===== src/rtl/mode_selector.sv =====
// Menu/mode selector: four debounced push buttons drive a two-state MENU/ACTIVE FSM.
// Define MODE_SEL_DEBOUNCE_EN to compile in the per-button debounce counter.
module mode_selector #(
   parameter int unsigned DEBOUNCE_CYCLES = 2000000,
   parameter int unsigned NUM_SONGS       = 2
) (
   input  logic       clk,
   input  logic       rst_n,
   input  logic       btn_mode,
   input  logic       btn_song,
   input  logic       btn_confirm,
   input  logic       btn_back,
   input  logic       song_done,
   output logic [2:0] state,
   output logic [2:0] song,
   output logic       active,
   output logic       start
);

   localparam logic [2:0] MODE_FREE = 3'd0;
   localparam logic [2:0] MODE_AUTO = 3'd1;
   localparam logic [2:0] MODE_PLAY = 3'd3;
   localparam logic [2:0] MODE_SET  = 3'd4;
   localparam logic [2:0] SONG_LAST = 3'(NUM_SONGS - 1);

`ifdef MODE_SEL_DEBOUNCE_EN
   localparam bit DEB_EN = 1'b1;
`else
   localparam bit DEB_EN = 1'b0;
`endif

   typedef enum logic {MENU = 1'b0, ACTIVE = 1'b1} fsm_t;

   logic [3:0] raw_s;
   logic [3:0] sync1_q, sync2_q;
   logic [3:0] level_s;
   logic [3:0] prev_q, press_q;
   fsm_t       fsm_q;
   logic [2:0] state_q, song_q;
   logic       active_q, start_q;

   assign raw_s = {btn_back, btn_confirm, btn_song, btn_mode};

   function automatic logic [2:0] next_mode(input logic [2:0] cur);
      return (cur >= MODE_SET) ? MODE_FREE : cur + 3'd1;
   endfunction

   function automatic logic [2:0] next_song(input logic [2:0] cur);
      return (cur >= SONG_LAST) ? 3'd0 : cur + 3'd1;
   endfunction

   always_ff @(posedge clk or negedge rst_n) begin
      if (!rst_n) begin
         sync1_q <= 4'b0000;
         sync2_q <= 4'b0000;
      end else begin
         sync1_q <= raw_s;
         sync2_q <= sync1_q;
      end
   end

   if (DEB_EN && (DEBOUNCE_CYCLES > 0)) begin : g_deb
      localparam int unsigned     CNT_W   = (DEBOUNCE_CYCLES > 1) ? $clog2(DEBOUNCE_CYCLES) : 1;
      localparam logic [CNT_W-1:0] CNT_MAX = CNT_W'(DEBOUNCE_CYCLES - 1);
      logic [3:0]       deb_q;
      logic [CNT_W-1:0] cnt_q [4];

      // A level is accepted only after it differs from the current one for DEBOUNCE_CYCLES cycles
      always_ff @(posedge clk or negedge rst_n) begin
         if (!rst_n) begin
            deb_q <= 4'b0000;
            for (int i = 0; i < 4; i++) cnt_q[i] <= {CNT_W{1'b0}};
         end else begin
            for (int i = 0; i < 4; i++) begin
               if (sync2_q[i] != deb_q[i]) begin
                  if (cnt_q[i] == CNT_MAX) begin
                     deb_q[i] <= sync2_q[i];
                     cnt_q[i] <= {CNT_W{1'b0}};
                  end else begin
                     cnt_q[i] <= cnt_q[i] + {{(CNT_W-1){1'b0}}, 1'b1};
                  end
               end else begin
                  cnt_q[i] <= {CNT_W{1'b0}};
               end
            end
         end
      end
      assign level_s = deb_q;
   end else begin : g_nodeb
      assign level_s = sync2_q;
   end

   always_ff @(posedge clk or negedge rst_n) begin
      if (!rst_n) begin
         prev_q  <= 4'b0000;
         press_q <= 4'b0000;
      end else begin
         prev_q  <= level_s;
         press_q <= level_s & ~prev_q;
      end
   end

   // Priority inside each state: back/song_done > confirm > mode > song
   always_ff @(posedge clk or negedge rst_n) begin
      if (!rst_n) begin
         fsm_q    <= MENU;
         state_q  <= MODE_FREE;
         song_q   <= 3'd0;
         active_q <= 1'b0;
         start_q  <= 1'b0;
      end else begin
         start_q <= 1'b0;
         case (fsm_q)
            MENU: begin
               if (press_q[2]) begin
                  fsm_q    <= ACTIVE;
                  active_q <= 1'b1;
                  start_q  <= 1'b1;
               end else if (press_q[0]) begin
                  state_q <= next_mode(state_q);
               end else if (press_q[1] && (state_q >= MODE_AUTO) && (state_q <= MODE_PLAY)) begin
                  song_q <= next_song(song_q);
               end else begin
                  fsm_q <= MENU;
               end
            end
            ACTIVE: begin
               if (press_q[3] || (song_done && (state_q == MODE_AUTO))) begin
                  fsm_q    <= MENU;
                  active_q <= 1'b0;
               end else begin
                  fsm_q <= ACTIVE;
               end
            end
            default: begin
               fsm_q    <= MENU;
               active_q <= 1'b0;
            end
         endcase
      end
   end

   assign state  = state_q;
   assign song   = song_q;
   assign active = active_q;
   assign start  = start_q;

endmodule


===== config.mk =====
export PLATFORM = sky130hd
export DESIGN_NAME = mode_selector
export DESIGN_NICKNAME = d
export VERILOG_FILES = /design/src/rtl/mode_selector.sv
export SDC_FILE = /design/constraint.sdc
export NUM_CORES = 1
export LEC_CHECK = 0
export CORE_MARGIN = 8
export CORE_UTILIZATION = 53
export CTS_BUF_LIST = sky130_fd_sc_hd__clkbuf_8
export CTS_CLUSTER_DIAMETER = 30
export DETAILED_ROUTE_END_ITERATION = 8
export HOLD_SLACK_MARGIN = 0.06
export PLACE_DENSITY = 0.79
export SLEW_MARGIN = 40
export SYNTH_ARGS = -nofsm -noshare
export SYNTH_HDL_FRONTEND = slang
export SYNTH_SLANG_ARGS = --single-unit
export TNS_END_PERCENT = 50

===== constraint.sdc =====
create_clock -name clk -period 1.85 [get_ports clk]
set_input_delay 0.37 -clock clk [delete_from_list [all_inputs] [get_ports clk]]
set_output_delay 0.37 -clock clk [all_outputs]
set_load 0.03 [all_outputs]

==> Yosys cells after proc, flatten, opt, wreduce, memory -nomap -nowiden <==
Cells that the tools add are included.
{ "classes": {"n_addsub": 2, "n_lt_le_gt_ge": 4, "n_eq_ne": 3, "mux": 9, "bitwise": 5, "reduce_logical": 7} }
{ "op_table": {"columns": ["cell", "n"], "rows": [
  ["3-bit by 1-bit adder with 3-bit output, second input constant", 2],
  ["3-bit by 1-bit >= comparator with 1-bit output, second input constant", 2],
  ["3-bit two-way mux", 2],
  ["1-bit two-way mux", 5],
  ["4-bit AND", 1],
  ["4-bit inverter", 1],
  ["1-bit one-hot mux with 2 select lines", 2],
  ["4-bit AND reduction", 1],
  ["3-bit by 1-bit equality test with 1-bit output, second input constant", 1],
  ["3-bit >= comparator, second input constant", 1],
  ["3-bit by 2-bit less-or-equal comparator with 1-bit output, second input constant", 1],
  ["1-bit logical AND", 3],
  ["1-bit inverter", 3],
  ["3-bit AND reduction", 1],
  ["2-bit by 1-bit inequality test with 1-bit output, second input constant", 1],
  ["2-bit inequality test, second input constant", 1],
  ["2-bit AND reduction", 1],
  ["1-bit logical OR", 1]
]} }
{ "totals": {"regBits": 25, "input_bits": 7, "output_inout_bits": 8, "wordCells": 39} }

==> Longest topological paths before layout <==
Gate-level depths: netlist (run 1).
{ "depth": {"word_depth": 5, "ltp_mapped": 5, "ltp_nobuf": 5} }

==> Worst setup path before layout (run 1) <==
OpenSTA, ideal clock, no wires.
{ "synth_timing": {"path_kind": "reg-to-reg", "from": "register state_q[1] (netlist: state[1])", "to": "register song_q[0] (netlist: song[0])", "setup_time_ps": 125, "t_arrival_ps": 1722, "required_ps": 1725, "path_slack_ps": 3, "stages_incl_launch_ff": 6, "path_buffers": 0, "period_less_slack_ps": 1847, "path_cell_list": "dfrtp_1 inv_1 ha_1 or4_1 o2111ai_2 mux2_4"} }
{ "synth_between": {"elab_chain_cells": 4, "elab_cells_between_ends": 5} }
{ "synth_lines": {"columns": ["element", "line_no", "source"], "rows": [
  ["start, declared", "39", "logic [2:0] state_q, song_q;"],
  ["start signal, assigned", "120", "state_q <= next_mode(state_q);"],
  ["3-bit by 1-bit >= comparator with 1-bit output", "121", "end else if (press_q[1] && (state_q >= MODE_AUTO) && (state_q <= MODE_PLAY)) begin"],
  ["1-bit logical AND", "121", null],
  ["1-bit logical AND *", "121", null],
  ["4-bit AND reduction (no line) *", null, null],
  ["end signal, assigned", "122", "song_q <= next_song(song_q);"],
  ["end, declared", "39", null]
]} }
Mark *: on every way between the ends. The rest lies on a longest branch, timed or not.
A chain may end at the register's enable or synchronous reset.

==> Worst setup path in the final report (run 1) <==
{ "layout_timing": {"from": "register state_q[2] (netlist: state[2])", "to": "output port state[2]"} }
{ "layout_rtl": {"columns": ["element", "line_no", "source"], "rows": [
  ["end, declared", "14", "output logic [2:0] state,"]
]} }
No word-level cell between the ends.

==> metrics.txt, run 1 <==
Ys Warns 0; chip height between 50 and 60 um; WL met3 just over 60 um; R2R Setup Slk around 0.15 ns; met2 WL post-DR approximately 710 um; Clock Latency Late Sink 0.27 ns; post-synth cell types 17; Sink Count 25; sequential fraction of the synthesis area 0.679; relative slew slack 0.779; Area Growth Syn to Fin 23.6%; CTS buffer count 3; arrival time of the worst setup path 1.42 ns; detailed-route DRC error count 0; Post-Route WL roughly 1.4 mm; MaxCap Viol Count 0; Final Net Count 95; I/O pin total 15; critical path depth 1; RSZ-0062 raised after global routing false; Fin. Hold Viols 0; Min-Delay Path Depth 0; total die area 3330 um2; worst path bufs/invs 1; Worst R2R Path Depth 5; Seq cells post-synth 25; initial antenna violation count 0; Port Buffers 14; root buffer cell clkbuf_8; worst slack, placed 0.147 ns; WL/cell approximately 15 um; final worst slack 0.0562 ns; Crit Path Class reg2out; largest cells by area after synthesis dfrtp_1, ha_1, nor2b_1; Power Density 1450 nW/um2; H-Tree Level Count 1; Placer Congestion roughly 0.74; clk buf depth 2; DR vias ~530; synthesized netlist cell count 62; first-pass GRT wire length roughly 2.3 mm; Final setup viols 0; VDD IR max ~0.71 mV; Synth top area share 0.679; Final ANT Viol Nets 0; gr ovfl total 0; syn_nets between 70 and 80; total power between 1.5 and 2 mW; largest net degree at the start of global routing 26; DR top layer met4; core area around 1700 um2; Post CTS Setup Buffer Count 0; Worst setup endpoint state[2]; CP peak stage delay 0.71 ns; cell taking the most area after synthesis dfrtp_1; vias in the first global route approximately 570; highest clock rate about 0.56 GHz; First-pass DRT Iterations 2; antenna cells 0; share of cells above drive strength 1 0.123; cell family with the largest share of critical-path delay buffers and inverters; slowest stage cell, crit path clkdlybuf4s50_1; HP Class reg2reg; critical-path cell list clkdlybuf4s50_1; drt first-iter violations 1; crit path max fanout 7; std cell rows 15; worst setup path startpoint state[2]; Worst Skew 0.00717 ns; max-slew violations 0; Setup TNS Final 0 ns; GRT Total Usage 0.0923; Leak roughly 0.55 nW; minimum clock period approximately 1.8 ns; CP required approximately 1.5 ns; Worst Setup Start Kind flop; Die X 57.7 um; CP endpoint kind output pin; period utilization 0.970; Worst-Margin Slew ~0.33 ns; Vias/cell about 5.4; status complete, no violations; DPL Wire Length roughly 1.1 mm; WL met1 around 630 um; Initial Util 0.545; synthesized cell area 921 um2; reg2reg end song[2]; Filler cells 124; Avg Inst Size Synth around 15 um2; TritonCTS clock tree yes; Reg-to-Reg Start state[1]; Reg clk slew, reported paths ~0.090 ns
cell usage in the layout, fill, tap and decap left out, drive strengths merged:
master | Yosys | final
a21o | 1 | 1
o2111ai | 1 | 1
mux2 | 4 | 4
nor4b | 1 | 1
nand2 | 2 | 2
a21oi | 1 | 1
clkdlybuf4s50 | 0 | 13
buf | 0 | 1
a31oi | 1 | 1
clkinv | 0 | 1
nor2 | 4 | 4
ha | 6 | 6
mux2i | 2 | 2
inv | 4 | 4
dfrtp | 25 | 25
nor2b | 6 | 6
nor4 | 1 | 1
clkbuf | 0 | 3
o2bb2ai | 1 | 1
dlymetal6s2s | 0 | 1
or4 | 2 | 2
area by class of cell:
type,instances,area [um2],area share
clock inverters,1,5.00,0.00440
well taps,17,21.3,0.0187
flip-flops and latches,25,626,0.549
inverters,4,15.0,0.0132
clock buffers,3,41.3,0.0363
repair buffers,15,150,0.132
multi-input cells,33,280,0.246
registers in the layout, summed over array words and instances, names as in the netlist:
name	flops
prev_q	4
start	1
active	1
fsm_q	1
press_q	4
song	3
level_s	4
sync1_q	4
state	3
synthesized netlist by cell type (all sizes together):
| library cell | instances |
|---|---|
| o2111ai | 1 |
| o2bb2ai | 1 |
| ha | 6 |
| a21o | 1 |
| mux2 | 4 |
| mux2i | 2 |
| inv | 4 |
| nor2 | 4 |
| nor2b | 6 |
| nand2 | 2 |
| or4 | 2 |
| nor4 | 1 |
| nor4b | 1 |
| a21oi | 1 |
| dfrtp | 25 |
| a31oi | 1 |
stage by stage:
| stage | util | area [um2] | instances | hold slack, ns |
|---|---|---|---|---|
| floorplan | - | 921 | 62 | 0.0744 |
| global placement | 0.645 | 1090 | 94 | 0.334 |
| detailed placement | 0.645 | 1090 | 94 | 0.338 |
| CTS | 0.673 | 1140 | 98 | 0.357 |
| global route | 0.674 | 1140 | 98 | 0.358 |
| finish | 0.674 | 1140 | 98 | 0.352 |
metal layers:
metal | GRT usage | vias to the layer above
met5 | 0 | -
met4 | 0.0629 | 0
met3 | 0.0331 | 4
met2 | 0.148 | 11
met1 | 0.100 | 267
li1 | - | 249
where the power goes:
group          internal [mW]  leakage (nW)  total, mW  switching (mW)
registers              0.640         0.303      0.749           0.109
logic                  0.274         0.224      0.593           0.319
clock network          0.150        0.0255      0.314           0.164
kinds of logic after synthesis:
group | after synthesis | share of synthesized area
AND/OR/NAND/NOR | 16 | 0.0978
multiplexers | 6 | 0.0788
adder cells (fa/ha/maj) | 6 | 0.0815
buffers and inverters | 4 | 0.0163
flip-flops | 25 | 0.679
AO/OA/AOI/OAI | 5 | 0.0462
worst min path at each step:
stage,startpoint,to,slack (ns)
floorplan,rst_n,active,0.07
global placement,sync1_q[3],level_s[3],0.33
detailed placement,sync1_q[2],level_s[2],0.34
CTS,sync1_q[2],level_s[2],0.36
global route,sync1_q[2],level_s[2],0.36
finish,sync1_q[2],level_s[2],0.35
repair_timing:
item,4_1_cts,5_1_grt
setup endpoints to repair,0,1
resized for setup,0,1
hold buffers,0,0
endpoints found under the hold margin,0,0
No activity file was read; power rests on OpenSTA's default activity.
==> inputs of run 2 (changes only) <==
--- a/config.mk
+++ b/config.mk
@@ -9,9 +9,11 @@
 export CORE_UTILIZATION = 53
 export CTS_BUF_LIST = sky130_fd_sc_hd__clkbuf_8
 export CTS_CLUSTER_DIAMETER = 30
+export CTS_CLUSTER_SIZE = 14
 export DETAILED_ROUTE_END_ITERATION = 8
 export HOLD_SLACK_MARGIN = 0.06
-export PLACE_DENSITY = 0.79
+export PLACE_DENSITY = 0.75
+export SKIP_LAST_GASP = 1
 export SLEW_MARGIN = 40
 export SYNTH_ARGS = -nofsm -noshare
 export SYNTH_HDL_FRONTEND = slang
==> run 2 against run 1 <==
Compared with the run above: largest cell class unchanged; setup slack better by 0.023 ns; worst hold slack better by 0.0017 ns; first-iteration DRC count grew to 14 times the previous value; register-to-register slack hardly changed.
==> metrics.txt, run 2 (synthesized netlist as in run 1, its figures left out) <==
Worst Skew about 0.008 ns; combinational power share 0.354; Reg-to-Reg Start state[1]; Net Switching 0.567 mW; Worst Setup Start Kind flop; R2R Setup Slk approximately 0.14 ns; GRT Total Usage 0.0865; Sink Count 25; Post-Route WL about 1.2 mm; fin area 1140 um2; Area Growth Syn to Fin 23.6%; DPL Wire Length around 960 um; HP Class reg2reg; worst path bufs/invs 1; period utilization 0.957; core area 1690 um2; Worst-Margin Slew roughly 0.32 ns; commonest non-fill, non-tap cell in the layout dfrtp_1; clk buf depth 2; total die area about 3300 um2; I/O pin total 15; cts hold-fix bufs 0; crit path max fanout 7; Placer Congestion slightly above 0.7; First-pass DRT Iterations 4; most frequent cells in the layout dfrtp_1, clkdlybuf4s50_1, nor2b_1, ha_1; Power Density between 1000 and 1500 nW/um2; highest clock rate approximately 0.56 GHz; Fin. Hold Viols 0; std cell rows 15; Reg clk slew, reported paths ~0.08 ns; status complete, no violations; Clock Latency Late Sink approximately 0.26 ns; CP required between 1 and 1.5 ns; VDD IR max about 0.91 mV; H-Tree Level Count 1; drt first-iter violations 14; critical-path cell list clkdlybuf4s50_1; detailed-route DRC error count 0; CP endpoint kind output pin; root buffer cell clkbuf_8; switching share of total power 0.349; Clk pwr share 0.188; Cell Area, Placed between 1000 and 1500 um2; final core utilization 0.674; DR vias about 510; max-slew violations 0; first-pass GRT wire length approximately 2.2 mm; Setup TNS Final 0 ns; MaxCap Viol Count 0; minimum clock period approximately 1.8 ns; Final Net Count 95; TritonCTS clock tree yes; vias in the first global route about 500; total power around 1.6 mW; arrival time of the worst setup path about 1.4 ns; slowest stage cell, crit path clkdlybuf4s50_1; relative slew slack 0.786; gr ovfl total 0; chip height around 58 um; HP Start sync1_q[2]; Leak 0.553 nW; Pint 1.06 mW; CP peak stage delay approximately 0.70 ns; WL/cell between 10 and 15 um; RSZ-0062 raised after global routing false; largest net degree at the start of global routing 26; Worst R2R Path Depth 5; initial antenna violation count 0; Vias/cell 5.19; Crit Path Class reg2out; antenna cells 0; Worst Hold End level_s[2]; Final ANT Viol Nets 0; reg2reg end song[2]; Port Buffers 14; Initial Util 0.545; Min-Delay Path Depth 0; CTS buffer count 3; Final setup viols 0; cell family with the largest share of critical-path delay buffers and inverters; Seq pwr share 0.458; Die X roughly 58 um; share of cells above drive strength 1 0.123
## run 2: cell counts in the layout (fill, tap and decap cells not counted)
No cell type changed its count.
## run 2: how the worst max path moves through the flow
stage | startpoint | end | slack [ns] | cells past startpoint
finish | state[2] | state[2] | 0.08 | 1
global route | song[1] | song[1] | 0.02 | 1
CTS | state[0] | state[0] | 0.02 | 1
detailed placement | state[0] | song[2] | 0.13 | 4
global placement | state[0] | song[0] | 0.18 | 4
floorplan | state[1] | song[0] | 0.003 | 5
## run 2: cell type report
class,instances,area [um2]
clock buffer,3,41.3
tap,17,21.3
sequential,25,626
inverter,4,15.0
fill,121,551
multi-input combinational,33,280
timing repair buffer,15,150
clock inverter,1,5.00
## run 2: power by group through the flow
| stage | combinational [mW] | clock, mW | sequential, mW |
|---|---|---|---|
| final | 0.576 | 0.306 | 0.745 |
| after global placement | 0.571 | 0 | 0.747 |
| after detailed placement | 0.589 | 0 | 0.759 |
| after floorplan | 0.240 | 0 | 0.874 |
| after global routing | 0.641 | 0.339 | 0.767 |
| after CTS | 0.590 | 0.313 | 0.748 |
## run 2: per-stage QoR
stage	cells	setup WS [ns]	hold WS [ns]
floorplan	62	0.00306	0.0744
global placement	94	0.177	0.334
detailed placement	94	0.131	0.337
CTS	98	0.0194	0.356
global route	98	0.0221	0.358
finish	98	0.0796	0.354
## run 2: repair_timing
item                       4_1_cts  5_1_grt
buffers inserted                 0        0
gates resized for setup          0        1
setup endpoints to repair        0        1
## run 2: metal layers
layer  share of wire  track usage  wire (um)  vias up
met5               0            0          0        -
met3           0.060       0.0331         75        5
li1                -            -          -      250
met2            0.42        0.125        524       13
met1            0.50        0.106        619      241
met4           0.021       0.0524         26        0
